### config.mk
export PLATFORM = sky130hd
export DESIGN_NAME = mem_arbiter
export DESIGN_NICKNAME = d
export VERILOG_FILES = /design/src/rtl/mem_arbiter.sv
export SDC_FILE = /design/constraint.sdc
export NUM_CORES = 1
export LEC_CHECK = 0
export BUFFER_PORTS_ARGS = -buffer_cell sky130_fd_sc_hd__buf_2
export CAP_MARGIN = 20
export CORE_AREA = 4 4 142 144
export DETAILED_ROUTE_END_ITERATION = 8
export DIE_AREA = 0 0 146 148
export HOLD_SLACK_MARGIN = 0.06
export SYNTH_ARGS = -nofsm -noshare
export SYNTH_HDL_FRONTEND = slang
export SYNTH_SLANG_ARGS = --single-unit
### constraint.sdc
create_clock -name clk -period 1.6 [get_ports clk]
set_clock_uncertainty 0.2 [all_clocks]
set_input_delay 0.16 -clock clk [delete_from_list [all_inputs] [get_ports clk]]
set_output_delay 0.16 -clock clk [all_outputs]
set_load 0.02 [all_outputs]
### src/rtl/mem_arbiter.sv
// -----------------------------------------------------------------------------
// mem_arbiter
// Shares the single mem_cntrl port between NUM_REQ requesters. Arbitration is
// round-robin; a grant is held for one full transaction (until mem_tx_done)
// and is followed by one dead cycle (RELEASE) so the finished requester can
// drop its op before the next arbitration. A watchdog forces release when
// mem_cntrl never signals completion.
//
// Ports:
//   clk, rst_n        clock, asynchronous active-low reset
//   req_op            per-requester op, slice i = [2i+1:2i] (01 RD, 11 WR)
//   req_addr          per-requester address, slice i = [ADDR_W*i +: ADDR_W]
//   req_wdata         per-requester write data, slice i = [DATA_W*i +: DATA_W]
//   req_rdata         read data broadcast to all requesters
//   req_rd_valid      rd_valid routed to the granted requester only
//   req_tx_done       tx_done routed to the granted requester only
//   grant             one-hot owner, zero outside BUSY
//   mem_op/addr/wdata request side towards mem_cntrl (zero outside BUSY)
//   mem_rdata         read data from mem_cntrl
//   mem_rd_valid      read beat valid from mem_cntrl
//   mem_tx_done       transaction complete from mem_cntrl
//   busy              high while a transaction is granted
//   timeout_err       one-cycle pulse in the BUSY cycle that is force-released
// -----------------------------------------------------------------------------
module mem_arbiter #(
   parameter int NUM_REQ = 2,
   parameter int ADDR_W  = 64,
   parameter int DATA_W  = 32,
   parameter int TIMEOUT = 1024
) (
   input  logic                        clk,
   input  logic                        rst_n,
   input  logic [2*NUM_REQ-1:0]        req_op,
   input  logic [ADDR_W*NUM_REQ-1:0]   req_addr,
   input  logic [DATA_W*NUM_REQ-1:0]   req_wdata,
   output logic [DATA_W-1:0]           req_rdata,
   output logic [NUM_REQ-1:0]          req_rd_valid,
   output logic [NUM_REQ-1:0]          req_tx_done,
   output logic [NUM_REQ-1:0]          grant,
   output logic [1:0]                  mem_op,
   output logic [ADDR_W-1:0]           mem_addr,
   output logic [DATA_W-1:0]           mem_wdata,
   input  logic [DATA_W-1:0]           mem_rdata,
   input  logic                        mem_rd_valid,
   input  logic                        mem_tx_done,
   output logic                        busy,
   output logic                        timeout_err
);

   localparam int IDX_W = (NUM_REQ > 1) ? $clog2(NUM_REQ) : 1;
   localparam int WD_W  = $clog2(TIMEOUT);

   localparam logic [IDX_W-1:0] LAST_RST  = IDX_W'(NUM_REQ - 1);
   localparam logic [WD_W-1:0]  WD_MAX    = WD_W'(TIMEOUT - 1);
   localparam logic [IDX_W:0]   NUM_REQ_E = (IDX_W + 1)'(NUM_REQ);

   typedef enum logic [1:0] {
      S_IDLE    = 2'b00,
      S_BUSY    = 2'b01,
      S_RELEASE = 2'b10
   } state_t;

   state_t             state_q, state_d;
   logic [NUM_REQ-1:0] grant_q, grant_d;
   logic [IDX_W-1:0]   gidx_q, gidx_d;
   logic [IDX_W-1:0]   last_q, last_d;
   logic [WD_W-1:0]    wdog_q, wdog_d;

   logic [NUM_REQ-1:0] active_s;
   logic               pick_found_s;
   logic [IDX_W-1:0]   pick_idx_s;
   logic [IDX_W:0]     cand_s;
   logic               wd_expire_s;

   // Active requesters: only READ (01) and WRITE (11); reserved 10 never wins.
   always_comb begin
      active_s = {NUM_REQ{1'b0}};
      for (int i = 0; i < NUM_REQ; i++) begin
         active_s[i] = req_op[2*i] && (req_op[2*i+1 -: 2] != 2'b10);
      end
   end

   // Round-robin pick. Offsets are scanned from farthest to nearest so the
   // nearest active requester after last_q overwrites the others and wins.
   always_comb begin
      pick_found_s = 1'b0;
      pick_idx_s   = {IDX_W{1'b0}};
      cand_s       = {(IDX_W+1){1'b0}};
      for (int k = NUM_REQ; k >= 1; k--) begin
         cand_s = {1'b0, last_q} + (IDX_W + 1)'(k);
         if (cand_s >= NUM_REQ_E) begin
            cand_s = cand_s - NUM_REQ_E;
         end else begin
            cand_s = cand_s;
         end
         if (active_s[cand_s[IDX_W-1:0]]) begin
            pick_found_s = 1'b1;
            pick_idx_s   = cand_s[IDX_W-1:0];
         end else begin
            pick_found_s = pick_found_s;
         end
      end
   end

   // Watchdog expiry; a coincident mem_tx_done takes precedence.
   always_comb begin
      if (state_q == S_BUSY) begin
         wd_expire_s = (wdog_q == WD_MAX) && !mem_tx_done;
      end else begin
         wd_expire_s = 1'b0;
      end
   end

   // Next-state logic for the arbitration FSM, grant and watchdog.
   always_comb begin
      state_d = state_q;
      grant_d = grant_q;
      gidx_d  = gidx_q;
      last_d  = last_q;
      wdog_d  = wdog_q;
      case (state_q)
         S_IDLE: begin
            if (pick_found_s) begin
               state_d = S_BUSY;
               grant_d = {{(NUM_REQ-1){1'b0}}, 1'b1} << pick_idx_s;
               gidx_d  = pick_idx_s;
               wdog_d  = {WD_W{1'b0}};
            end else begin
               state_d = S_IDLE;
            end
         end
         S_BUSY: begin
            // Only completion or the watchdog ends the grant; the owner's op
            // is not looked at here.
            if (mem_tx_done || wd_expire_s) begin
               state_d = S_RELEASE;
               grant_d = {NUM_REQ{1'b0}};
               last_d  = gidx_q;
               wdog_d  = {WD_W{1'b0}};
            end else begin
               wdog_d  = wdog_q + {{(WD_W-1){1'b0}}, 1'b1};
            end
         end
         S_RELEASE: begin
            state_d = S_IDLE;
            grant_d = {NUM_REQ{1'b0}};
         end
         default: begin
            state_d = S_IDLE;
            grant_d = {NUM_REQ{1'b0}};
            wdog_d  = {WD_W{1'b0}};
         end
      endcase
   end

   // State registers; reset returns to IDLE with requester 0 next in line.
   always_ff @(posedge clk or negedge rst_n) begin
      if (!rst_n) begin
         state_q <= S_IDLE;
         grant_q <= {NUM_REQ{1'b0}};
         gidx_q  <= {IDX_W{1'b0}};
         last_q  <= LAST_RST;
         wdog_q  <= {WD_W{1'b0}};
      end else begin
         state_q <= state_d;
         grant_q <= grant_d;
         gidx_q  <= gidx_d;
         last_q  <= last_d;
         wdog_q  <= wdog_d;
      end
   end

   // Port muxing: the owner's live request goes to mem_cntrl, and completion
   // signals go back to the owner only. Everything is quiet outside BUSY.
   always_comb begin
      mem_op       = 2'b00;
      mem_addr     = {ADDR_W{1'b0}};
      mem_wdata    = {DATA_W{1'b0}};
      req_rd_valid = {NUM_REQ{1'b0}};
      req_tx_done  = {NUM_REQ{1'b0}};
      if (state_q == S_BUSY) begin
         for (int i = 0; i < NUM_REQ; i++) begin
            if (gidx_q == IDX_W'(i)) begin
               mem_op          = req_op[2*i +: 2];
               mem_addr        = req_addr[ADDR_W*i +: ADDR_W];
               mem_wdata       = req_wdata[DATA_W*i +: DATA_W];
               req_rd_valid[i] = mem_rd_valid;
               req_tx_done[i]  = mem_tx_done;
            end else begin
               req_rd_valid[i] = 1'b0;
               req_tx_done[i]  = 1'b0;
            end
         end
      end else begin
         mem_op = 2'b00;
      end
   end

   assign req_rdata   = mem_rdata;
   assign grant       = grant_q;
   assign busy        = (state_q == S_BUSY);
   assign timeout_err = wd_expire_s;

endmodule

* Yosys cells after proc, flatten, opt, wreduce, memory -nomap -nowiden
Cells that the tools add are included.
** Cells by class
- $add $sub $neg :: 5
- Magnitude comparators :: 4
- Equal/unequal tests :: 7
- Shift-type cells :: 1
- Muxes and demuxes :: 32
- Bitwise logic cells :: 1
- Reduce and logical (&&, ||, !) cells :: 10
** Operators by type and width (count)
- 2-to-1 mux 64 bit :: 2
- 2-to-1 mux 32 bit :: 2
- one-hot mux 10 bit (3 select lines) :: 1
- 2-to-1 mux 10 bit :: 2
- 2-to-1 mux 1 bit :: 16
- 2-to-1 mux 2 bit :: 7
- adder 10 x 1 -> 10 bit (second input constant) :: 1
- == test 10 bit (second input constant) :: 1
- one-hot mux 2 bit (2 select lines) :: 2
- AND reduction 2 bit :: 4
- != test 2 bit (second input constant) :: 3
- greater-or-equal comparator 2 bit (second input constant) :: 2
- less-than comparator 1 x 2 -> 1 bit (second input constant) :: 2
- logical AND 1 bit :: 3
- adder 1 x 1 -> 2 bit (second input constant) :: 1
- adder 1 x 2 -> 2 bit (second input constant) :: 1
- == test 2 x 1 -> 1 bit (second input constant) :: 1
- == test 2 bit (second input constant) :: 1
- logical NOT 2 bit :: 1
- != test 2 x 1 -> 1 bit (second input constant) :: 1
- << shifter 1 x 1 -> 2 bit (first input constant) :: 1
- subtractor 1 bit (second input constant) :: 2
- logical NOT 1 bit :: 1
- logical OR 1 bit :: 1
- inverter 1 bit :: 1
** Storage, ports and cells
- Bits in registers :: 16
- Bits of input ports :: 232
- Output and inout port bits :: 138
- Word-level logic and storage cells :: 65

* Longest topological paths before layout
- Word-level depth :: 10
- Mapped depth :: 5
- Gate-level depth less buffers :: 5

* Worst setup path after synthesis
No wires, ideal clock.
- Path type :: register to output
- From :: reg state_q[1]
- To :: out timeout_err
- Arrival :: 1.520 ns
- Required time :: 1.240 ns
- Setup slack :: -0.280 ns
- Stages on the path, launching flop included :: 4
- Path buffers :: 1
- Path through :: dfrtp_1 or3b_1 buf_6 nor4_1
** Between the ends
- Longest elaborated chain between the ends :: 2
** Ends and longest elaborated chain
- from (decl) :: line 63 : state_t state_q, state_d;
- from (signal assigned) :: line 165 : state_q <= state_d;
- == test 2 x 1 -> 1 bit :: line 107 : if (state_q == S_BUSY) begin
- 2-to-1 mux 1 bit :: line 107
- to (decl) :: line 47 : output logic timeout_err
No other way between the ends.

* Final worst setup path
- From :: reg gidx_q
- To :: out mem_addr[36]
** Between the ends
- Longest elaborated chain between the ends :: 2
** Ends and longest elaborated chain
- from (decl) :: line 65 : logic [IDX_W-1:0] gidx_q, gidx_d;
- from (signal assigned) :: line 161 : gidx_q <= {IDX_W{1'b0}};
- from (signal assigned) :: line 167 : gidx_q <= gidx_d;
- 2-to-1 mux 64 bit :: line 183 : if (gidx_q == IDX_W'(i)) begin
- 2-to-1 mux 64 bit :: line 181 : if (state_q == S_BUSY) begin
- to (decl) :: line 41 : output logic [ADDR_W-1:0] mem_addr,
No other way between the ends.

==> run summary <==
CP Class - flip-flop to primary output
Worst-skew pair later-pin latency - 0.24 ns
CP max stage delay - 0.55 ns
Num CTS Buffers - 3
Max-slew violations - 0
Initial antenna violation count - 0
Power Density - 1840 nW/um2
H-tree depth - 1
Required @ worst endpoint - 1.24 ns
CP Launch Type - flip-flop
Worst VDD drop - 0.940 mV
Post-synthesis cell count - 342
Setup WS post-layout - -0.333 ns
Ys Warns - 0
Ant diodes - 0
# rows - 50
Tcrit/Tclk final - 121%
Crit path capture type - primary output
Post-Syn Nets - 575
Syn Area/Cell - 7.50 um2
Num Clock Sinks - 16
WL per Instance - 16.7 um
NetSw - 5.09 mW
Tot GR Track Use - 11.3%
Setup tns final - -27.67 ns
Reg2reg path depth - 5
Final instance area - 6050 um2
Reg2Reg Setup Slack - -0.20 ns
Vias - 3754
RSZ-0062 raised after global routing - yes
Die W - 146 um
Top post-synthesis cells by area - mux2i_1 (38%), nor2_1 (16%), dfrtp_1 (15%)
Max Cap Viol - 0
Core ar. - 18700 um2
Hold Path End - state_q[0]$_DFFE_PN0P_
Drt pass-1 iters - 4
Fin. Hold Viols - 0
Switch share - 45.6%
Share of cells above drive strength 1 - 75.7%
Post-synth top area share - 38.2%
Commonest non-fill, non-tap cell in the layout - buf_2
Hpwl dp - 10600 um
Synth-to-layout area growth - 136%
Full die area - 21600 um2
Initial core utilization - 13.7%
Hold path start - req_op[2]
Worst r2r dst - wdog_q[0]$_DFFE_PN0P_
Stages on worst setup path - 5
CP max FO - 11
CTS Buffer Depth - 2
Post-synth top area cell - mux2i_1
Seq cells post-synth - 16
RD Place Congestion - 0.796
Vias/cell - 4.13
Clock power share - 4.8%
FF-to-FF Start - state_q[1]$_DFFE_PN0P_
Worst path cell trace - buf_12 > buf_4 > mux2i_1 > nor2_2 > buf_2
Logic pwr share - 89.6%
DRC Markers - 0
Post-Syn Area - 2570 um2
CP delay by family, top - flip-flops
Die Ht - 148 um
Routed Antenna Nets - 0
Final nets - 908
Placed cell areas - 4590 um2
Slowest CP cell - dfrtp_4
Largest net degree at the start of global routing - 30
Fmax - 517 MHz
Max-slew headroom - 75.7%
Hold Crit Class - input pin to flip-flop
Seq pwr share - 5.6%
Number of global-route vias before repair - 3838
Post-synthesis sequential area ratio - 15.7%
CTS tree - done
Final setup vio count - 116
Total power - 11.2 mW
CP arrival - 1.57 ns
Tightest Pin Transition - 0.364 ns
Wire length of the first global-routing pass - 20100 um
Final Util - 32.3%
Internal power - 6.06 mW
Failing checks - negative setup slack
IO Pins - 370
Leakage power - 3.07 nW
Fin crit period - 1.93 ns
Post-Route WL - 15100 um
Clock-pin transition on the worst setup and hold timing paths - 0.05 ns
Initial DRC Count - 117
WHS Path Cells - 3
Bufs and invs on worst path - 3
Status - finished, violations left
GRT Residual Overflow - 0
Commonest cells after routing, fill and taps aside - buf_2 (217), buf_4 (78), buf_6 (63)
Root Buffer - clkbuf_16
I/O Buffers - 305
Synth unique cells - 35
-- layer usage --
layer  vias up  share of wire (%)  global-route usage [%]
li1       1807                  -                       -
met1      1717                 38                    12.7
met2       218                 52                    21.3
met3        12                8.4                    3.37
met4         0                1.2                    2.02
met5         -                  0                       0
-- state kept, by name, summed over array words and instances, names as in the netlist --
signal	flops
gidx_q	1
grant	2
last_q	1
state_q	2
wdog_q	10
-- worst max path at each step --
stage	from	to	slack, ns
after floorplan	state_q[1]$_DFFE_PN0P_	mem_wdata[11]	-0.07
after global placement	state_q[1]$_DFFE_PN0P_	wdog_q[7]$_DFFE_PN0P_	-0.06
after detailed placement	state_q[1]$_DFFE_PN0P_	wdog_q[7]$_DFFE_PN0P_	-0.1
after CTS	gidx_q$_DFFE_PN0P_	mem_addr[46]	-0.31
after global routing	gidx_q$_DFFE_PN0P_	mem_addr[36]	-0.40
final	gidx_q$_DFFE_PN0P_	mem_addr[36]	-0.33
-- kinds of logic after synthesis --
kind of cell | after synthesis | synth area share [%]
flip-flops | 16 | 15.7
AO/OA/AOI/OAI | 26 | 7.41
buffers and inverters | 62 | 15.1
XOR/XNOR | 2 | 0.683
AND/OR/NAND/NOR | 135 | 21.6
multiplexers | 100 | 39.1
adder cells (fa/ha/maj) | 1 | 0.487
-- worst reg2reg max path: stages, from the launching register on --
cell     delay [ns]
dfrtp_1        0.40
buf_6          0.13
or3b_4         0.39
buf_6          0.15
a31oi_4        0.28
mux2_2         0.21
-- area by class of cell --
| class | count | area, um2 |
|---|---|---|
| sequential | 16 | 405 |
| clock buffer | 4 | 88.8 |
| inverter | 5 | 23.8 |
| timing repair buffer | 385 | 2930 |
| multi-input combinational | 264 | 2310 |
| tap | 234 | 293 |
| fill | 1915 | 12700 |
-- per-stage QoR --
step | setup slack, ns | cells | hold slack, ns
after floorplan | -0.0693 | 342 | -0.336
after global placement | -0.0612 | 872 | -0.104
after detailed placement | -0.0979 | 872 | -0.100
after CTS | -0.305 | 892 | 0.0836
after global routing | -0.396 | 908 | 0.120
final | -0.333 | 908 | 0.0794
-- synth_stat cells --
cell type / count
a2111oi_2: 2
a211oi_1: 1
a21oi_1: 4
a22o_1: 3
a31oi_1: 4
a31oi_4: 1
and2_1: 1
and3_1: 2
and4_1: 1
and4_2: 1
buf_1: 4
buf_2: 15
buf_4: 32
buf_6: 2
clkbuf_1: 4
dfrtp_1: 15
dfstp_2: 1
ha_1: 1
inv_1: 5
mux2_2: 2
mux2i_1: 98
nand2_1: 8
nand2b_1: 3
nand3_1: 3
nand4_1: 2
nor2_1: 109
nor3_1: 2
nor4_1: 1
o21ai_0: 8
o21ai_1: 1
o21bai_1: 1
o31ai_1: 1
or3_1: 1
or3b_1: 1
xnor2_1: 2
-- what timing repair did --
item | 4_1_cts | 5_1_grt
hold endpoints to repair | 16 | 0
setup endpoints to repair | 116 | 118
buffers inserted | 12 | 10
pin swaps | 14 | 12
hold buffers | 1 | 0
cloned | 3 | 6
gates resized for setup | 135 | 141
-- power groups by stage --
stage | clock network [mW] | logic (mW) | registers, mW
after global routing | 0.570 | 10.6 | 0.645
final | 0.532 | 10.0 | 0.628
after floorplan | 0 | 4.33 | 0.596
after global placement | 0 | 6.62 | 0.593
after CTS | 0.547 | 8.25 | 0.593
after detailed placement | 0 | 6.66 | 0.593
Note: power is estimated with default switching activity, not from simulation.
